**src/rtl/imem_access_ctrl.sv**
```systemverilog
// -----------------------------------------------------------------------------
// imem_access_ctrl
//
// Sole owner of the instruction-RAM port. Arbitrates the RAM between the
// boot/program loader (word writes) and the IF stage (word fetches).
//
//   LOAD  : loader owns the RAM, the pipeline is held (cpu_hold=1). Every
//           presented loader word is accepted; aligned in-range words are
//           written, anything else is dropped and flagged in load_err.
//   RUN   : IF stage fetches, one per cycle, result one cycle later.
//   DRAIN : one hold cycle between RUN and LOAD so that the last accepted
//           fetch can return before the loader takes over.
//
// Ports
//   clk, reset           clock, asynchronous active-high reset
//   fetch_req/addr       IF request and byte address
//   fetch_ready          IF request accepted when fetch_req & fetch_ready
//   fetch_valid/instr    fetch result, one cycle after acceptance
//   fetch_misalign       with fetch_valid: accepted address had [1:0] != 0
//   cpu_hold             stall the whole pipeline (LOAD and DRAIN)
//   load_start           request a reload while running
//   load_valid/addr/data loader write word
//   load_ready           loader word accepted when load_valid & load_ready
//   load_done            loader finished, go back to RUN
//   load_count           in-range words written since entering LOAD
//   load_err             sticky: a loader word was dropped
//   mem_addr/we/wdata    synchronous RAM port (word index)
//   mem_rdata            RAM read data, one cycle after a read address
//
// The RAM port is driven combinationally from the accepted request so that a
// synchronous-read RAM can return data in the very next cycle; the RAM port
// is forced idle while reset is asserted so reset never disturbs RAM content.
// -----------------------------------------------------------------------------
module imem_access_ctrl #(
    parameter int          DEPTH     = 1024,
    parameter int          IDX_W     = 10,
    parameter bit          BOOT_LOAD = 1'b1,
    parameter logic [31:0] NOP_WORD  = 32'h0000_0000
) (
    input  logic             clk,
    input  logic             reset,

    input  logic             fetch_req,
    input  logic [31:0]      fetch_addr,
    output logic             fetch_ready,
    output logic             fetch_valid,
    output logic [31:0]      fetch_instr,
    output logic             fetch_misalign,

    output logic             cpu_hold,

    input  logic             load_start,
    input  logic             load_valid,
    input  logic [31:0]      load_addr,
    input  logic [31:0]      load_data,
    output logic             load_ready,
    input  logic             load_done,
    output logic [10:0]      load_count,
    output logic             load_err,

    output logic [IDX_W-1:0] mem_addr,
    output logic             mem_we,
    output logic [31:0]      mem_wdata,
    input  logic [31:0]      mem_rdata
);

    typedef enum logic [1:0] {
        ST_LOAD  = 2'd0,
        ST_RUN   = 2'd1,
        ST_DRAIN = 2'd2
    } state_t;

    localparam state_t RESET_STATE = BOOT_LOAD ? ST_LOAD : ST_RUN;

    // Word accesses must be aligned and fall inside the RAM.
    function automatic logic addr_ok(input logic [31:0] addr);
        return (addr[1:0] == 2'b00) && ({2'b00, addr[31:2]} < 32'(DEPTH));
    endfunction

    state_t      state_r;
    state_t      state_nx_s;

    logic        fetch_valid_r;
    logic        fetch_ok_r;
    logic        fetch_misalign_r;
    logic [10:0] load_count_r;
    logic        load_err_r;

    logic        load_go_s;
    logic        fetch_go_s;
    logic        wr_ok_s;
    logic        rd_ok_s;
    logic        rd_mis_s;

    assign wr_ok_s    = addr_ok(load_addr);
    assign rd_ok_s    = addr_ok(fetch_addr);
    assign rd_mis_s   = (fetch_addr[1:0] != 2'b00);
    assign load_go_s  = load_ready & load_valid;
    assign fetch_go_s = fetch_ready & fetch_req;

    // State register.
    always_ff @(posedge clk or posedge reset) begin
        if (reset) begin
            state_r <= RESET_STATE;
        end else begin
            state_r <= state_nx_s;
        end
    end

    // Next-state logic; load_done only matters in LOAD, load_start only in RUN.
    always_comb begin
        state_nx_s = state_r;
        case (state_r)
            ST_LOAD: begin
                if (load_done) begin
                    state_nx_s = ST_RUN;
                end else begin
                    state_nx_s = ST_LOAD;
                end
            end
            ST_RUN: begin
                if (load_start) begin
                    state_nx_s = ST_DRAIN;
                end else begin
                    state_nx_s = ST_RUN;
                end
            end
            ST_DRAIN: begin
                state_nx_s = ST_LOAD;
            end
            default: begin
                state_nx_s = RESET_STATE;
            end
        endcase
    end

    // State-decoded handshake outputs.
    always_comb begin
        cpu_hold    = 1'b1;
        load_ready  = 1'b0;
        fetch_ready = 1'b0;
        case (state_r)
            ST_LOAD: begin
                cpu_hold   = 1'b1;
                load_ready = 1'b1;
            end
            ST_RUN: begin
                cpu_hold    = 1'b0;
                fetch_ready = 1'b1;
            end
            ST_DRAIN: begin
                cpu_hold = 1'b1;
            end
            default: begin
                cpu_hold = 1'b1;
            end
        endcase
    end

    // RAM port: loader write in LOAD, fetch read in RUN, idle otherwise.
    // load_ready and fetch_ready are mutually exclusive, so a write and a
    // fetch can never share a cycle.
    always_comb begin
        mem_we    = 1'b0;
        mem_addr  = '0;
        mem_wdata = 32'h0000_0000;
        if (reset) begin
            mem_we    = 1'b0;
            mem_addr  = '0;
            mem_wdata = 32'h0000_0000;
        end else if (load_go_s && wr_ok_s) begin
            mem_we    = 1'b1;
            mem_addr  = load_addr[IDX_W+1:2];
            mem_wdata = load_data;
        end else if (fetch_go_s) begin
            mem_we    = 1'b0;
            mem_addr  = fetch_addr[IDX_W+1:2];
            mem_wdata = 32'h0000_0000;
        end else begin
            mem_we    = 1'b0;
            mem_addr  = '0;
            mem_wdata = 32'h0000_0000;
        end
    end

    // Fetch return pipeline: one stage, remembers whether the RAM word is usable.
    always_ff @(posedge clk or posedge reset) begin
        if (reset) begin
            fetch_valid_r    <= 1'b0;
            fetch_ok_r       <= 1'b0;
            fetch_misalign_r <= 1'b0;
        end else begin
            fetch_valid_r    <= fetch_go_s;
            fetch_ok_r       <= fetch_go_s & rd_ok_s;
            fetch_misalign_r <= fetch_go_s & rd_mis_s;
        end
    end

    // Loader bookkeeping: cleared on the DRAIN->LOAD transition.
    always_ff @(posedge clk or posedge reset) begin
        if (reset) begin
            load_count_r <= 11'd0;
            load_err_r   <= 1'b0;
        end else if (state_r == ST_DRAIN) begin
            load_count_r <= 11'd0;
            load_err_r   <= 1'b0;
        end else if (load_go_s) begin
            if (wr_ok_s) begin
                if (load_count_r != 11'd1024) begin
                    load_count_r <= load_count_r + 11'd1;
                end else begin
                    load_count_r <= load_count_r;
                end
            end else begin
                load_err_r <= 1'b1;
            end
        end else begin
            load_count_r <= load_count_r;
            load_err_r   <= load_err_r;
        end
    end

    // RAM data is only forwarded for an aligned in-range fetch; anything else
    // (including no fetch at all) presents the NOP word.
    always_comb begin
        if (fetch_ok_r) begin
            fetch_instr = mem_rdata;
        end else begin
            fetch_instr = NOP_WORD;
        end
    end

    assign fetch_valid    = fetch_valid_r;
    assign fetch_misalign = fetch_misalign_r;
    assign load_count     = load_count_r;
    assign load_err       = load_err_r;

endmodule

```
**config.mk**
```make
export PLATFORM = sky130hd
export DESIGN_NAME = imem_access_ctrl
export DESIGN_NICKNAME = d
export VERILOG_FILES = /design/src/rtl/imem_access_ctrl.sv
export SDC_FILE = /design/constraint.sdc
export NUM_CORES = 1
export LEC_CHECK = 0
export ABC_CLOCK_PERIOD_IN_PS = 1900
export BUFFER_PORTS_ARGS = -buffer_cell sky130_fd_sc_hd__buf_2
export CAP_MARGIN = 0
export CELL_PAD_IN_SITES_DETAIL_PLACEMENT = 1
export CELL_PAD_IN_SITES_GLOBAL_PLACEMENT = 2
export CORE_ASPECT_RATIO = 1.4
export CORE_UTILIZATION = 13
export DETAILED_ROUTE_END_ITERATION = 16
export GPL_TIMING_DRIVEN = 0
export PLACE_DENSITY_LB_ADDON = 0.08
export RECOVER_POWER = 50
export SLEW_MARGIN = 10
export SYNTH_ARGS = -nofsm -noshare
export SYNTH_HDL_FRONTEND = slang
export SYNTH_SLANG_ARGS = --single-unit
```
**constraint.sdc**
```tcl
create_clock -name clk -period 1.9 [get_ports clk]
set_input_delay 0.19 -clock clk [delete_from_list [all_inputs] [get_ports clk]]
set_output_delay 0.19 -clock clk [all_outputs]
set_load 0.05 [all_outputs]
```
# Word-level counts from Yosys, hierarchy flattened
# Index checks and enable logic that the tools add are counted.
[totals]
ff_bits = 17
input_bits = 134
output_inout_bits = 92
word_cells = 50
[op_classes]
addsub = 1
n_lt_le_gt_ge = 2
eq_ne = 4
n_mux = 21
bitwise = 4
n_reduce_logical = 12
[ops]
columns = ["op", "count"]
rows = [
  ["$mux 32", 3],
  ["$lt 30x11->1 const B", 2],
  ["$mux 11", 4],
  ["$mux 10", 3],
  ["$add 11x1->11 const B", 1],
  ["$ne 11x11->1 const B", 1],
  ["$mux 1", 9],
  ["$reduce_bool 2->1", 4],
  ["$logic_not 2->1", 3],
  ["$and 1x1->1", 4],
  ["$pmux 2 s2", 1],
  ["$logic_and 1x1->1", 3],
  ["$reduce_and 3->1", 1],
  ["$eq 2x1->1 const B", 1],
  ["$eq 2x2->1 const B", 1],
  ["$mux 2", 1],
  ["$ne 2x1->1 const B", 1],
  ["$reduce_and 2->1", 1],
]

# Logic depth before layout (Yosys ltp)
[logic_depth]
ltp_word = 6
mapped_depth = 5
depth_no_buf = 5

# Worst setup path after synthesis
# Ideal clock, no wire load.
[synth_timing]
path_kind = "reg2out"
startpoint = "reg state_r[0]"
endpoint = "out mem_addr[0]"
arrival_ps = 2411
slack_ps = -701
path_stages_with_launch = 5
path_buffers = 0
cell_sequence = "dfrtp_1 nor2b_1 nand2_1 nor2_1 a22o_1"
[synth_between]
elab_chain_cells = 6
elab_cells_between_ends = 10
classes_between = "1 x eq/ne; 5 x mux; 2 x bitwise; 2 x reduce/logical"
[synth_rtl]
columns = ["element", "line_no", "rtl"]
rows = [
  ["start, declared", "80", "state_t state_r;"],
  ["start signal, assigned", "106", "state_r <= state_nx_s;"],
  ["$eq 2x1->1", "142", "case (state_r)"],
  ["$mux 1", "142", ""],
  ["named net fetch_ready", "45", "output logic fetch_ready,"],
  ["$and 1x1->1", "99", "assign fetch_go_s = fetch_ready & fetch_req;"],
  ["$mux 10", "175", "end else if (fetch_go_s) begin"],
  ["$mux 10", "171", "end else if (load_go_s && wr_ok_s) begin"],
  ["$mux 10", "167", "if (reset) begin"],
  ["end, declared", "61", "output logic [IDX_W-1:0] mem_addr,"],
]
# The timed path passes the listed nets, and every way through them passes these cells.

# Final worst setup path
[layout_timing]
startpoint = "reg state_r[1]"
endpoint = "out mem_wdata[26]"
[layout_between]
elab_chain_cells = 6
[layout_rtl]
columns = ["element", "line_no", "rtl"]
rows = [
  ["$logic_not 2->1", "142", ""],
  ["$mux 1", "142", ""],
  ["$and 1x1->1", "98", "assign load_go_s = load_ready & load_valid;"],
  ["$logic_and 1x1->1", "171", ""],
  ["$mux 32", "171", ""],
  ["$mux 32", "167", ""],
  ["end, declared", "63", "output logic [31:0] mem_wdata,"],
]
# Every way passes these cells.

==> results.cfg <==
[global_route]
antenna_found_initial = 0
grt_max_degree = 18
grt_use_total_pct = 14.2
grt_overflow = 0
grt_first_pass_wirelength_um = 13700
grt_pass1_vias = 2596

[yosys]
synth_edf_count = 0
ys_warn_count = 0
synthDistinctLibCells = 32
synthFlopType = dfrtp_1
synth_nets = 333
synth_cells = 197
ys_async_sr_fraction_pct = 100
syn_area_um2 = 1600
synth_seq_area_share_pct = 26.6
syn_area_per_cell_um2 = 8.13
synth_seq_cells = 17

[setup_path]
cp_max_fo = 5
critPathKind = register to primary output
r2r-start = state_r[1]$_DFF_PP0_
required_ns = 1.71
cp-start-kind = register
critPathArrivalTime_ns = 1.90
worstSetupStartpoint = state_r[1]$_DFF_PP0_
endpoint_kind = primary output

[route]
wl_um = 9690
wl_per_cell_um = 16.1
drtPass1Iterations = 4
vias_per_cell = 4.28
vias = 2576
first_iter_violations = 29
drc_errors = 0
ant_nets = 0

[place]
port_buffers = 225
gp_congestion = 0.704
placedCellCount = 569
dp_hpwl_um = 8100

[clock_network]
cts_root_buf = clkbuf_16
cts_tree = built
clkLatencyLatePin_ns = 0.25
htree_levels = 1
clock_sinks = 17
numCtsBuffers = 3
cts_buffer_depth = 2
path_clk_slew_ns = 0.05

[pwr]
p_per_area_nw_per_um2 = 343
irDropWorstVdd_v = 0.000234
p_leak_nw = 1.96

[final_layout]
n_fill_cell = 1461
antenna_cells = 0
drive_gt1_share_pct = 67.5
area_growth_pct = 137
final_net_count = 592
fin_cells = 602

[sta]
finalMaxSlewViolations = 0
fmax_mhz = 479
setup_ws_ns = -0.189
setup_tns_ns = -6.15
finalCriticalPeriod_ns = 2.09
worst_slew_pin_slew_ns = 0.738
finalSetupViolations = 46
slew_headroom_pct = 51.0
finalCritPeriodShare_pct = 110
final.setup_skew_ns = 0.00141
grt_setup_unrepaired = true
hold_viol = 0
holdWs_ns = 0.149

[die]
std_cell_rows = 47
dieWidth_um = 95.8
start_util_pct = 13.4
io_pins = 226
fp.dieH_um = 133
die_area_um2 = 12800
core_um2 = 11900

[worst_hold_path]
holdCritPathClass = input pin to async pin

[run]
max_cap_viol_count = 0

[run_status]
violations = setup timing
status = complete, but fails checks
==> registers in the layout, summed over array words and instances, names as in the netlist <==
register and count:
load_err 1, fetch_ok_r 1, load_count 11, fetch_misalign 1, state_r 2, fetch_valid 1
==> synth_stat cells, types with 2 or more instances <==
library cell,number,area (um^2)
mux2i_1,4,40.0
o41ai_1,4,35.0
inv_2,2,7.51
a21oi_1,3,15.0
and3_1,2,12.5
clkbuf_1,4,15.0
a22o_1,11,96.3
o31ai_1,2,15.0
nand2b_1,5,31.3
nor2_1,8,30.0
buf_2,5,25.0
inv_1,5,18.8
nand4_1,6,37.5
nand2_1,10,37.5
o311ai_1,4,35.0
nor2b_1,2,12.5
ha_1,2,25.0
nand3_1,7,35.0
and2_1,64,400
nor4_1,13,81.3
and4_1,3,26.3
or4_1,4,30.0
nor4_4,2,42.5
dfrtp_1,17,425
==> what timing repair did <==
item | in CTS | in global routing
hold buffers | 0 | 0
endpoints found under the setup margin | 43 | 47
gates resized for setup | 127 | 26
cloned | 1 | 0
pin swaps | 12 | 8
setup buffers | 15 | 13
==> power by group <==
group | switching, W | internal [W] | leakage (nW)
clock | 0.000142 | 0.000285 | 0.0382
sequential | 0.0000148 | 0.000381 | 0.227
combinational | 0.000260 | 0.000221 | 1.70
total | 0.000417 | 0.000886 | 1.96
==> critical path, stage by stage, from the launching register on <==
cell,delay [ns]
dfrtp_2,0.43
nor3b_4,0.29
nand3_4,0.13
nor3_4,0.14
buf_6,0.14
buf_6,0.12
buf_6,0.11
and2_4,0.14
buf_8,0.14
==> cell usage in the layout (no fill, tap or decap), types with 7 or more instances in the layout <==
| cell type | instances |
|---|---|
| dfrtp_1 | 15 |
| and2_2 | 19 |
| clkbuf_1 | 22 |
| nor4_1 | 12 |
| buf_4 | 23 |
| buf_8 | 32 |
| and2_4 | 13 |
| nor2_1 | 7 |
| buf_6 | 19 |
| nand2_1 | 9 |
| buf_2 | 166 |
| and2_1 | 32 |
==> final timing paths <==
path	to	slack (ns)	cells after the start
setup / recovery	mem_wdata[26]	-0.19	8
hold / removal	load_err$_DFFE_PP0P_	0.15	2
setup reg to reg	load_count[7]$_DFFE_PP0P_	-0.11	7
hold reg to reg	load_err$_DFFE_PP0P_	0.52	1
max in group asynchronous	state_r[1]$_DFF_PP0_	1.26	2
min in group clk	state_r[1]$_DFF_PP0_	0.19	3
==> through the flow <==
step	utilization, %	total power, W	setup WS [ns]	instance area (um^2)
3_5_place_dp	25.2	0.000795	-0.448	3010
4_1_cts	30.3	0.00130	-0.260	3620
2_1_floorplan	-	0.000595	0.0269	1700
6_report	31.8	0.00130	-0.189	3790
3_3_place_gp	25.2	0.000794	-0.440	3010
5_1_grt	31.8	0.00137	-0.274	3790
==> cell families (layout without fill, tap and decap cells) <==
family / count (synthesis) / count (layout) / share of synthesized area [%]
compound gates: 28 / 28 / 14.1
flops: 17 / 17 / 26.6
fa+ha+maj: 2 / 2 / 1.56
buf+inv: 16 / 274 / 4.14
simple gates: 130 / 130 / 51.1
mux: 4 / 4 / 2.50
==> area by class of cell <==
cell class,count,area [um^2],area share (%)
timing repair buffer,254,1730,45.5
multi-input combinational,164,1290,33.9
sequential,17,428,11.3
tap,147,184,4.85
clock buffer,4,78.8,2.08
buffer,9,65.1,1.71
inverter,7,26.3,0.692
==> metal layers <==
layer | vias up | global-route usage (%) | share of wire (%)
met1 | 1191 | 13.0 | 31
met3 | 10 | 2.68 | 9.5
met5 | - | 0 | 0
li1 | 1233 | - | -
met2 | 142 | 29.8 | 58
met4 | 0 | 3.65 | 1.6
(Power assumes the default switching activity.)
